==> config.mk <==
export PLATFORM = sky130hd
export DESIGN_NAME = fwd_hazard_unit
export DESIGN_NICKNAME = d
export VERILOG_FILES = /design/src/rtl/fwd_hazard_unit.sv
export SDC_FILE = /design/constraint.sdc
export NUM_CORES = 1
export LEC_CHECK = 0
export ABC_AREA = 0
export CAP_MARGIN = 0
export CORE_MARGIN = 5
export CORE_UTILIZATION = 42
export CTS_CLUSTER_SIZE = 14
export DETAILED_ROUTE_END_ITERATION = 8
export HOLD_SLACK_MARGIN = 0.12
export PLACE_DENSITY = 0.82
export SYNTH_ARGS = -nofsm -noshare
export SYNTH_HDL_FRONTEND = slang
export SYNTH_SLANG_ARGS = --single-unit
==> constraint.sdc <==
create_clock -name clk -period 2 [get_ports clk]
set_clock_uncertainty 0.05 [all_clocks]
set_input_delay 0.2 -clock clk [delete_from_list [all_inputs] [get_ports clk]]
set_output_delay 0.2 -clock clk [all_outputs]
set_load 0.05 [all_outputs]
==> src/rtl/fwd_hazard_unit.sv <==
// -----------------------------------------------------------------------------
// fwd_hazard_unit
//
// Forwarding and interlock logic for the decode stage of the five-stage
// pipeline. For every ID source operand it picks the youngest in-flight
// producer (EXE > MEM > WB) to feed the operand-select mux. It stalls ID on
// load-use hazards and while the multi-cycle multiply/divide unit is busy.
// It also counts stalled cycles in a saturating counter for perf monitoring.
//
// Ports:
//   clk, resetn          clock, synchronous active-low reset
//   id_valid             ID holds a valid instruction
//   id_src               NSRC packed register numbers, operand i at [i*AW +: AW]
//   id_src_used          per-operand "actually read" flags
//   id_is_md             ID instruction starts a multiply/divide
//   id_reads_hilo        ID instruction reads HI/LO
//   {exe,mem,wb}_valid   stage holds a valid instruction
//   {exe,mem,wb}_wdest   stage destination register
//   {exe,mem,wb}_rf_wen  stage writes the register file
//   exe_is_load          EXE instruction is a load
//   flush                exception/eret flush
//   fwd_sel              per-operand select: 00 regfile, 01 EXE, 10 MEM, 11 WB
//   id_stall             hold PC and IF/ID
//   exe_bubble           inject NOP into ID->EXE
//   md_busy              multiply/divide unit occupied
//   stall_cnt            saturating count of stalled cycles
// -----------------------------------------------------------------------------
module fwd_hazard_unit #(
  parameter int NSRC   = 2,
  parameter int AW     = 5,
  parameter int MD_LAT = 4,
  parameter int CNT_W  = 32
) (
  input  logic                 clk,
  input  logic                 resetn,
  input  logic                 id_valid,
  input  logic [NSRC*AW-1:0]   id_src,
  input  logic [NSRC-1:0]      id_src_used,
  input  logic                 id_is_md,
  input  logic                 id_reads_hilo,
  input  logic                 exe_valid,
  input  logic                 mem_valid,
  input  logic                 wb_valid,
  input  logic [AW-1:0]        exe_wdest,
  input  logic [AW-1:0]        mem_wdest,
  input  logic [AW-1:0]        wb_wdest,
  input  logic                 exe_rf_wen,
  input  logic                 mem_rf_wen,
  input  logic                 wb_rf_wen,
  input  logic                 exe_is_load,
  input  logic                 flush,
  output logic [2*NSRC-1:0]    fwd_sel,
  output logic                 id_stall,
  output logic                 exe_bubble,
  output logic                 md_busy,
  output logic [CNT_W-1:0]     stall_cnt
);

  localparam int MDW = $clog2(MD_LAT + 1);
  localparam logic [MDW-1:0] MD_LOAD = MDW'(MD_LAT);

  logic [NSRC-1:0] exe_hit;
  logic [NSRC-1:0] mem_hit;
  logic [NSRC-1:0] wb_hit;
  logic [MDW-1:0]  md_cnt;
  logic            load_stall;
  logic            md_stall;
  logic            md_issue;

  // Per-operand hit detection and producer selection. r0 is hard-wired to
  // zero, so a write to it is never a real producer.
  for (genvar i = 0; i < NSRC; i++) begin : g_src
    logic [AW-1:0] src;
    logic          live;

    assign src  = id_src[i*AW +: AW];
    assign live = id_src_used[i] & (src != '0);

    assign exe_hit[i] = live & exe_valid & exe_rf_wen & (exe_wdest == src);
    assign mem_hit[i] = live & mem_valid & mem_rf_wen & (mem_wdest == src);
    assign wb_hit[i]  = live & wb_valid  & wb_rf_wen  & (wb_wdest  == src);

    // Youngest producer wins: the EXE result supersedes older writes.
    assign fwd_sel[2*i +: 2] = exe_hit[i] ? 2'b01 :
                               mem_hit[i] ? 2'b10 :
                               wb_hit[i]  ? 2'b11 : 2'b00;
  end

  // Load data only exists from MEM onward, so an EXE hit on a load must wait.
  assign load_stall = exe_is_load & (|exe_hit);

  assign md_busy  = (md_cnt != '0);
  assign md_stall = id_valid & md_busy & (id_is_md | id_reads_hilo);

  // A flushed instruction is discarded anyway, so it never holds the pipe.
  assign id_stall   = id_valid & (load_stall | md_stall) & ~flush;
  assign exe_bubble = id_stall;

  assign md_issue = id_valid & id_is_md & ~id_stall;

  // NOTE: sequential state uses non-blocking assignments so every register
  // samples the pre-edge values, independent of statement order.
  always_ff @(posedge clk) begin
    if (!resetn) begin
      md_cnt <= '0;
    end else if (flush) begin
      // The in-flight op is abandoned; a same-cycle md issue is also killed.
      md_cnt <= '0;
    end else if (md_issue) begin
      md_cnt <= MD_LOAD;
    end else if (md_busy) begin
      md_cnt <= md_cnt - MDW'(1);
    end
  end

  always_ff @(posedge clk) begin
    if (!resetn) begin
      stall_cnt <= '0;
    end else if (id_stall && (stall_cnt != '1)) begin
      stall_cnt <= stall_cnt + CNT_W'(1);
    end
  end

endmodule
# Word level (Yosys, flattened, before mapping)
# Index checks and enable logic that the tools add are counted.
# op_classes
addsub	2
muxes	8
bitwise_logic	32
eq_ne	7
n_reduce_logical	8
# op_table
op	count
$add 32x1->32 const B	1
$ne 32x32->1 const B	1
$eq 5x5->1	6
$and 1x1->1	27
$mux 2	6
$reduce_bool 5->1	2
$mux 3	2
$reduce_or 2->1	2
$not 1->1	3
$reduce_bool 3->1	1
$reduce_or 3->1	1
$sub 3x1->3 const B	1
$or 1x1->1	2
$reduce_bool 2->1	1
$logic_and 1x1->1	1
# totals
input_bits	40
ff_bits	35
output_inout_bits	39
wordCells	60

# Longest topological paths before layout
# Gate-level depths: netlist of the first run.
# depth
ltp_word	13
ltp_mapped	10
depth_no_buf	9

# Worst setup path after synthesis of the first run
# No wires, ideal clock.
# synth_timing
path_kind	reg2reg
from	reg stall_cnt[3]
to	reg stall_cnt[19]
stages_incl_launch_ff	9
t_arrival_ns	2.387
setup_time_ns	0.115
n_path_buf	2
path_slack_ns	-0.551
synth_period_minus_slack_ns	2.551
t_required_ns	1.835
path_cell_list	dfxtp_1 > nand4_1 > nor4_4 > nand3_1 > nor2_1 > clkbuf_1 > buf_2 > nor4_1 > o21a_1
# synth_via
elab_chain_len	2
word_cells_on_any_way	3
cone_classes	add/sub: 1; eq/ne: 1; reduce/logical: 1
# synth_lines
element	line	text
start, declared	56	output logic [CNT_W-1:0] stall_cnt
start signal, assigned	120	stall_cnt <= stall_cnt + CNT_W'(1);
parallel branches: the longest is 2 deep, another holds $add 32x1->32	--	
# Several ways; the timed one is not identified.
# A chain may end at the register's enable or synchronous reset.

# Worst setup path in the final report of the first run
# layout_timing
from	reg md_cnt[1]
to	reg stall_cnt[18]
# layout_via
elab_chain_len	7
# layout_lines
element	line	text
start, declared	65	logic [MDW-1:0] md_cnt;
start signal, assigned	112	md_cnt <= md_cnt - MDW'(1);
$reduce_bool 3->1	92	assign md_busy = (md_cnt != '0);
$and 1x1->1 (2 in series)	93	assign md_stall = id_valid & md_busy & (id_is_md | id_reads_hilo);
$or 1x1->1	96	assign id_stall = id_valid & (load_stall | md_stall) & ~flush;
$and 1x1->1 (2 in series)	96	
$logic_and 1x1->1	119	end else if (id_stall && (stall_cnt != '1)) begin
# No other way between the ends.

==> impl_metrics.env, run 1 <==
export IMPL_cts_root_buf="clkbuf_8"
export IMPL_yosysWarnings=0
export IMPL_outcome="complete, but fails checks"
export IMPL_synth_top_area_share_pct=29.6
export IMPL_grt_overflow_total=0
export IMPL_dr_pass1_iters=5
export IMPL_timing_final_ws_setup_ns=-0.146
export IMPL_synth_top_cell_by_area="dfxtp_1"
export IMPL_startpoint="md_cnt[1]"
export IMPL_die_x_um=85.0
export IMPL_slew_headroom_pct=41.9
export IMPL_htreeDepth=2
export IMPL_portBuffers=78
export IMPL_viasPerCell=5.95
export IMPL_cts_sinks=35
export IMPL_crit_arrival_ns=2.31
export IMPL_start_util_pct=43.2
export IMPL_holdWs_ns=0.425
export IMPL_numCtsBuffers=5
export IMPL_cts_buffer_depth=2
export IMPL_max_cap_viol_count=0
export IMPL_antenna_found_initial=0
export IMPL_wire_per_inst_um=18.6
export IMPL_hold_path_class="reg2reg"
export IMPL_io_pins=79
export IMPL_async_flop_share_pct=0
export IMPL_drc_errors=0
export IMPL_coreArea_um2=5470
export IMPL_clkTransAtPathRegs_ns=0.08
export IMPL_synth_distinct_cells=39
export IMPL_required_ns=2.16
export IMPL_synth_flop_cell="dfxtp_1"
export IMPL_irDropWorstVdd_mv=0.223
export IMPL_violations="setup timing"
export IMPL_grt_pass1_vias=2733
export IMPL_fin_crit_ns=2.15
export IMPL_wl_mm=9.08
export IMPL_drt_initial_drc_count=215
export IMPL_place_congestion=0.920
export IMPL_ant_nets=0
export IMPL_grt_total_usage_pct=21.1
export IMPL_timing_fmax_mhz=466
export IMPL_ys_ff_latch=35
export IMPL_worstReg2RegStart="md_cnt[1]"
export IMPL_grt_pass1_wl_mm=12.6
export IMPL_drive_gt1_share_pct=38.8
export IMPL_area_delta_synth_final_pct=75.3
export IMPL_hp_start="stall_cnt[11]"
export IMPL_final_area_um2=4150
export IMPL_syn_area_um2=2360
export IMPL_avgSynthCellArea_um2=8.27
export IMPL_die_h_um=85.0
export IMPL_path_class="reg2reg"
export IMPL_cts_tree="yes"
export IMPL_fp_dieArea_um2=7230
export IMPL_slew_viol_final=0
export IMPL_hold_viol_final=0
export IMPL_cp_end_kind="register"
export IMPL_seq_area_frac_synth_pct=29.6
export IMPL_vias=2897
export IMPL_register_area_um2=768
export IMPL_fin_nets=457
export IMPL_rows=27
export IMPL_synth_edf_count=0
export IMPL_netlist_instances=286
export IMPL_rsz0062_at_grt="true"
export IMPL_setup_violations=22
export IMPL_syn_nets=329
export IMPL_insertion_delay_ns=0.29
export IMPL_placed_area_um2=3680
export IMPL_worst_slew_pin_transition_ns=0.870
export IMPL_power_density_nw_per_um2=365
export IMPL_fillers=345
export IMPL_synth_most_common_cell="dfxtp_1"
export IMPL_multi_input_area_um2=1860
export IMPL_grt_max_degree=25
export IMPL_synthTopCellsByArea="dfxtp_1 (30%), xnor2_1 (9.3%), or4_1 (7.0%)"
export IMPL_crit_fanout=15
export IMPL_num_antenna_cells=0
export IMPL_p_leak_nw=1.49
export IMPL_netlist_top_cells_count="dfxtp_1 (35), nand2_1 (27), xnor2_1 (25)"
export IMPL_startpoint_type="register"
export IMPL_period_share_pct=107
export IMPL_r2r_slack_ns=-0.15
export IMPL_hpwlAfterDp_mm=5.69
-- cells in the final DEF (no fill, tap or decap), types with 7 or more instances in the layout --
| cell type | count |
|---|---|
| nand3_1 | 9 |
| clkdlybuf4s50_1 | 46 |
| buf_4 | 49 |
| or4_4 | 8 |
| a21oi_2 | 7 |
| nand2_1 | 25 |
| dfxtp_1 | 11 |
| nand4_1 | 14 |
| dfxtp_4 | 15 |
| dfxtp_2 | 9 |
| o31ai_1 | 18 |
| nor2_1 | 7 |
| mux2i_1 | 10 |
| xnor2_1 | 20 |
| nand2b_1 | 8 |
| dlygate4sd2_1 | 14 |
| a21oi_1 | 16 |
| or4_1 | 14 |
| inv_1 | 7 |
-- metrics by stage --
step	total power [mW]	util (%)	cells	setup WS [ns]	TNS, ns
after floorplan	0.830	-	286	-0.0501	-0.404
after global placement	0.989	67.3	464	-0.529	-17.77
after detailed placement	0.999	67.3	464	-0.687	-22.82
after CTS	1.50	72.9	481	-0.0947	-0.665
after global routing	1.58	75.8	487	-0.218	-3.72
final	1.51	75.8	487	-0.146	-1.17
-- kinds of logic after synthesis --
logic type	count (synthesis)	synth area share [%]
simple gates	126	32.2
compound gates	55	15.4
flops	35	29.6
xor+xnor	31	11.5
buf+inv	26	5.45
mux	10	4.23
fa+ha+maj	3	1.59
-- worst paths after layout --
check / to / depth (start not counted)
setup / recovery: stall_cnt[18] / 10
hold / removal: stall_cnt[11] / 2
setup reg to reg: stall_cnt[18] / 10
hold reg to reg: stall_cnt[11] / 2
-- flip-flops by register name, indices dropped and copies added (netlist names) --
register / count
md_cnt: 3
stall_cnt: 32
-- per-layer routing --
layer / GRT usage (%) / part of all wire, % / wire, µm / up-vias
met1: 23.1 / 37 / 3320 / 1359
met5: 0 / 0 / 0 / -
met2: 38.6 / 52 / 4730 / 173
li1: - / - / - / 1329
met3: 5.15 / 8.1 / 734 / 36
met4: 8.35 / 3.2 / 293 / 0
-- cell type report --
class	count	area share (%)
clock buffers	7	1.84
clock inverters	1	0.121
inverters	10	1.09
multi-input cells	225	44.9
flip-flops and latches	35	18.5
well taps	72	2.17
repair buffers	137	31.4
-- power by group --
group	switching [mW]	internal (mW)
combinational	0.159	0.175
clock	0.253	0.244
sequential	0.00285	0.679
-- critical path, stage by stage (launching register included) --
cell	delay [ns]
dfxtp_2	0.34
inv_2	0.05
ha_4	0.15
nor2b_4	0.13
nor2_4	0.09
o211a_1	0.20
o31ai_4	0.09
buf_4	0.17
buf_16	0.15
or4_1	0.53
a21oi_2	0.14
-- repair_timing --
| action | CTS | global route |
|---|---|---|
| setup endpoints to repair | 38 | 36 |
| cloned | 1 | 0 |
| setup buffers | 9 | 6 |
| hold buffers | 0 | 0 |
| gates resized for setup | 77 | 36 |
| pin swaps | 37 | 19 |
(Power assumes the default switching activity.)
==> run 2: changes to the inputs <==
--- a/config.mk
+++ b/config.mk
@@ -12,6 +12,7 @@
 export CTS_CLUSTER_SIZE = 14
 export DETAILED_ROUTE_END_ITERATION = 8
 export HOLD_SLACK_MARGIN = 0.12
+export MAX_ROUTING_LAYER = met4
 export PLACE_DENSITY = 0.82
 export SYNTH_ARGS = -nofsm -noshare
 export SYNTH_HDL_FRONTEND = slang
==> impl_metrics.env, run 2 (same netlist as run 1, synthesis figures left out) <==
export IMPL_portBuffers=78
export IMPL_cp_top_family="simple AND/OR/NAND/NOR gates"
export IMPL_fin_util_pct=75.8
export IMPL_hp_start="stall_cnt[11]"
export IMPL_grt_pass1_wl_mm=12.6
export IMPL_largest_register="stall_cnt"
export IMPL_timing_fmax_mhz=464
export IMPL_worstPathCellList="inv_2, ha_4, nor2b_4, nor2_4, o211a_1, o31ai_4, buf_4, buf_16, or4_1, a21oi_2"
export IMPL_rsz0062_at_grt="true"
export IMPL_grt_util_met1_pct=23.4
export IMPL_place_congestion=0.936
export IMPL_path_class="reg2reg"
export IMPL_postCtsHoldBufs=0
export IMPL_layout_commonest_cell="buf_4"
export IMPL_path_buf_inv=3
export IMPL_rows=27
export IMPL_cts_tree="yes"
export IMPL_cp_end_kind="register"
export IMPL_placed_area_um2=3680
export IMPL_rr_worst_depth=10
export IMPL_worst_path_largest_cell_delay_ns=0.53
export IMPL_coreArea_um2=5470
export IMPL_max_cap_viol_count=0
export IMPL_min_to="stall_cnt[11]"
export IMPL_drt_initial_drc_count=142
export IMPL_htreeDepth=2
export IMPL_wire_per_inst_um=18.5
export IMPL_dp_cells=464
export IMPL_drive_gt1_share_pct=38.8
export IMPL_fillers=345
export IMPL_hpwlAfterDp_mm=5.69
export IMPL_start_util_pct=43.2
export IMPL_outcome="complete, but fails checks"
export IMPL_cts_root_buf="clkbuf_8"
export IMPL_fin_nets=457
export IMPL_grt_overflow_total=0
export IMPL_required_ns=2.17
export IMPL_antenna_found_initial=0
export IMPL_insertion_delay_ns=0.30
export IMPL_numCtsBuffers=5
export IMPL_ant_nets=0
export IMPL_die_h_um=85.0
export IMPL_final_area_um2=4150
export IMPL_vias=2869
export IMPL_crit_slowest_cell="or4_1"
export IMPL_area_delta_synth_final_pct=75.3
export IMPL_grt_pass1_vias=2732
export IMPL_busiest_layer="met2"
export IMPL_num_antenna_cells=0
export IMPL_hold_viol_final=0
export IMPL_crit_fanout=15
export IMPL_final_cell_mix="buf_4 (49), clkdlybuf4s50_1 (46), nand2_1 (25), xnor2_1 (20), o31ai_1 (18)"
export IMPL_irDropWorstVdd_mv=0.224
export IMPL_cts_sinks=35
export IMPL_fin_crit_ns=2.15
export IMPL_crit_arrival_ns=2.32
export IMPL_clkTransAtPathRegs_ns=0.08
export IMPL_reg_top3="stall_cnt: 32 flops, md_cnt: 3 flops"
export IMPL_setup_violations=21
export IMPL_worstReg2RegStart="md_cnt[1]"
export IMPL_use_met2_pct=38.6
export IMPL_power_density_nw_per_um2=366
export IMPL_use_met3_pct=4.66
export IMPL_dr_pass1_iters=4
export IMPL_violations="setup timing"
export IMPL_hold_path_class="reg2reg"
export IMPL_viasPerCell=5.89
export IMPL_timing_final_ws_setup_ns=-0.154
export IMPL_r2r_slack_ns=-0.15
export IMPL_drc_errors=0
export IMPL_slew_headroom_pct=41.9
export IMPL_die_x_um=85.0
export IMPL_startpoint_type="register"
export IMPL_grt_total_usage_pct=21.7
export IMPL_period_share_pct=108
export IMPL_worst_slew_pin_transition_ns=0.870
export IMPL_p_leak_nw=1.49
export IMPL_io_pins=79
export IMPL_largest_reg_flops=32
export IMPL_fp_dieArea_um2=7230
export IMPL_worstReg2RegEnd="stall_cnt[18]"
export IMPL_finalNonFillerCells=487
export IMPL_cts_buffer_depth=2
export IMPL_hold_path_cell_count=2
export IMPL_wl_mm=9.03
export IMPL_grt_max_degree=25
export IMPL_slew_viol_final=0
==> run 2: through the flow <==
stage          TNS (ns)  power [mW]  setup WS [ns]  hold slack, ns
4_1_cts          -0.665        1.50        -0.0947           0.424
3_3_place_gp     -17.77       0.989         -0.529           0.406
3_5_place_dp     -22.82       0.999         -0.687           0.410
5_1_grt           -3.72        1.58         -0.217           0.450
6_report          -1.18        1.52         -0.154           0.425
2_1_floorplan    -0.404       0.830        -0.0501           0.295
==> run 2: worst max-delay path by stage <==
| stage | from | to | slack [ns] | depth (start not counted) |
|---|---|---|---|---|
| after floorplan | stall_cnt[7] | stall_cnt[19] | -0.05 | 8 |
| after global placement | id_src[9] | stall_cnt[3] | -0.53 | 8 |
| after detailed placement | id_src[9] | stall_cnt[20] | -0.69 | 8 |
| after CTS | md_cnt[1] | stall_cnt[15] | -0.09 | 10 |
| after global routing | md_cnt[1] | stall_cnt[18] | -0.22 | 10 |
| final | md_cnt[1] | stall_cnt[18] | -0.15 | 10 |
==> run 2: report_power, final <==
part           internal [mW]  switching [mW]
sequential             0.679         0.00284
combinational          0.175           0.158
clock                  0.244           0.258
total                   1.10           0.420
==> run 2: what timing repair did <==
item                                    4_1_cts  5_1_grt
gates resized for setup                      77       36
cloned                                        1        0
endpoints found under the setup margin       38       36
pin swaps                                    37       19
buffers inserted                              9        6
endpoints found under the hold margin         0        0
==> run 2: worst min-delay path, cell delays in order (launching register included) <==
cell and delay (ns):
dfxtp_2 0.33, nand2_1 0.05, mux2i_1 0.05
==> run 2: final cells by class <==
cell class,count,area [µm²],area share (%)
clock inverters,1,5.00,0.121
multi-input cells,225,1860,44.9
flip-flops and latches,35,768,18.5
repair buffers,137,1300,31.4
inverters,10,45.0,1.09
clock buffers,7,76.3,1.84
well taps,72,90.1,2.17
==> run 2: layer usage <==
metal	up-vias	wire, µm	part of all wire [%]
met5	-	0	0
met4	0	277	3.1
met3	33	656	7.3
met2	153	4740	53
met1	1357	3350	37
li1	1326	-	-
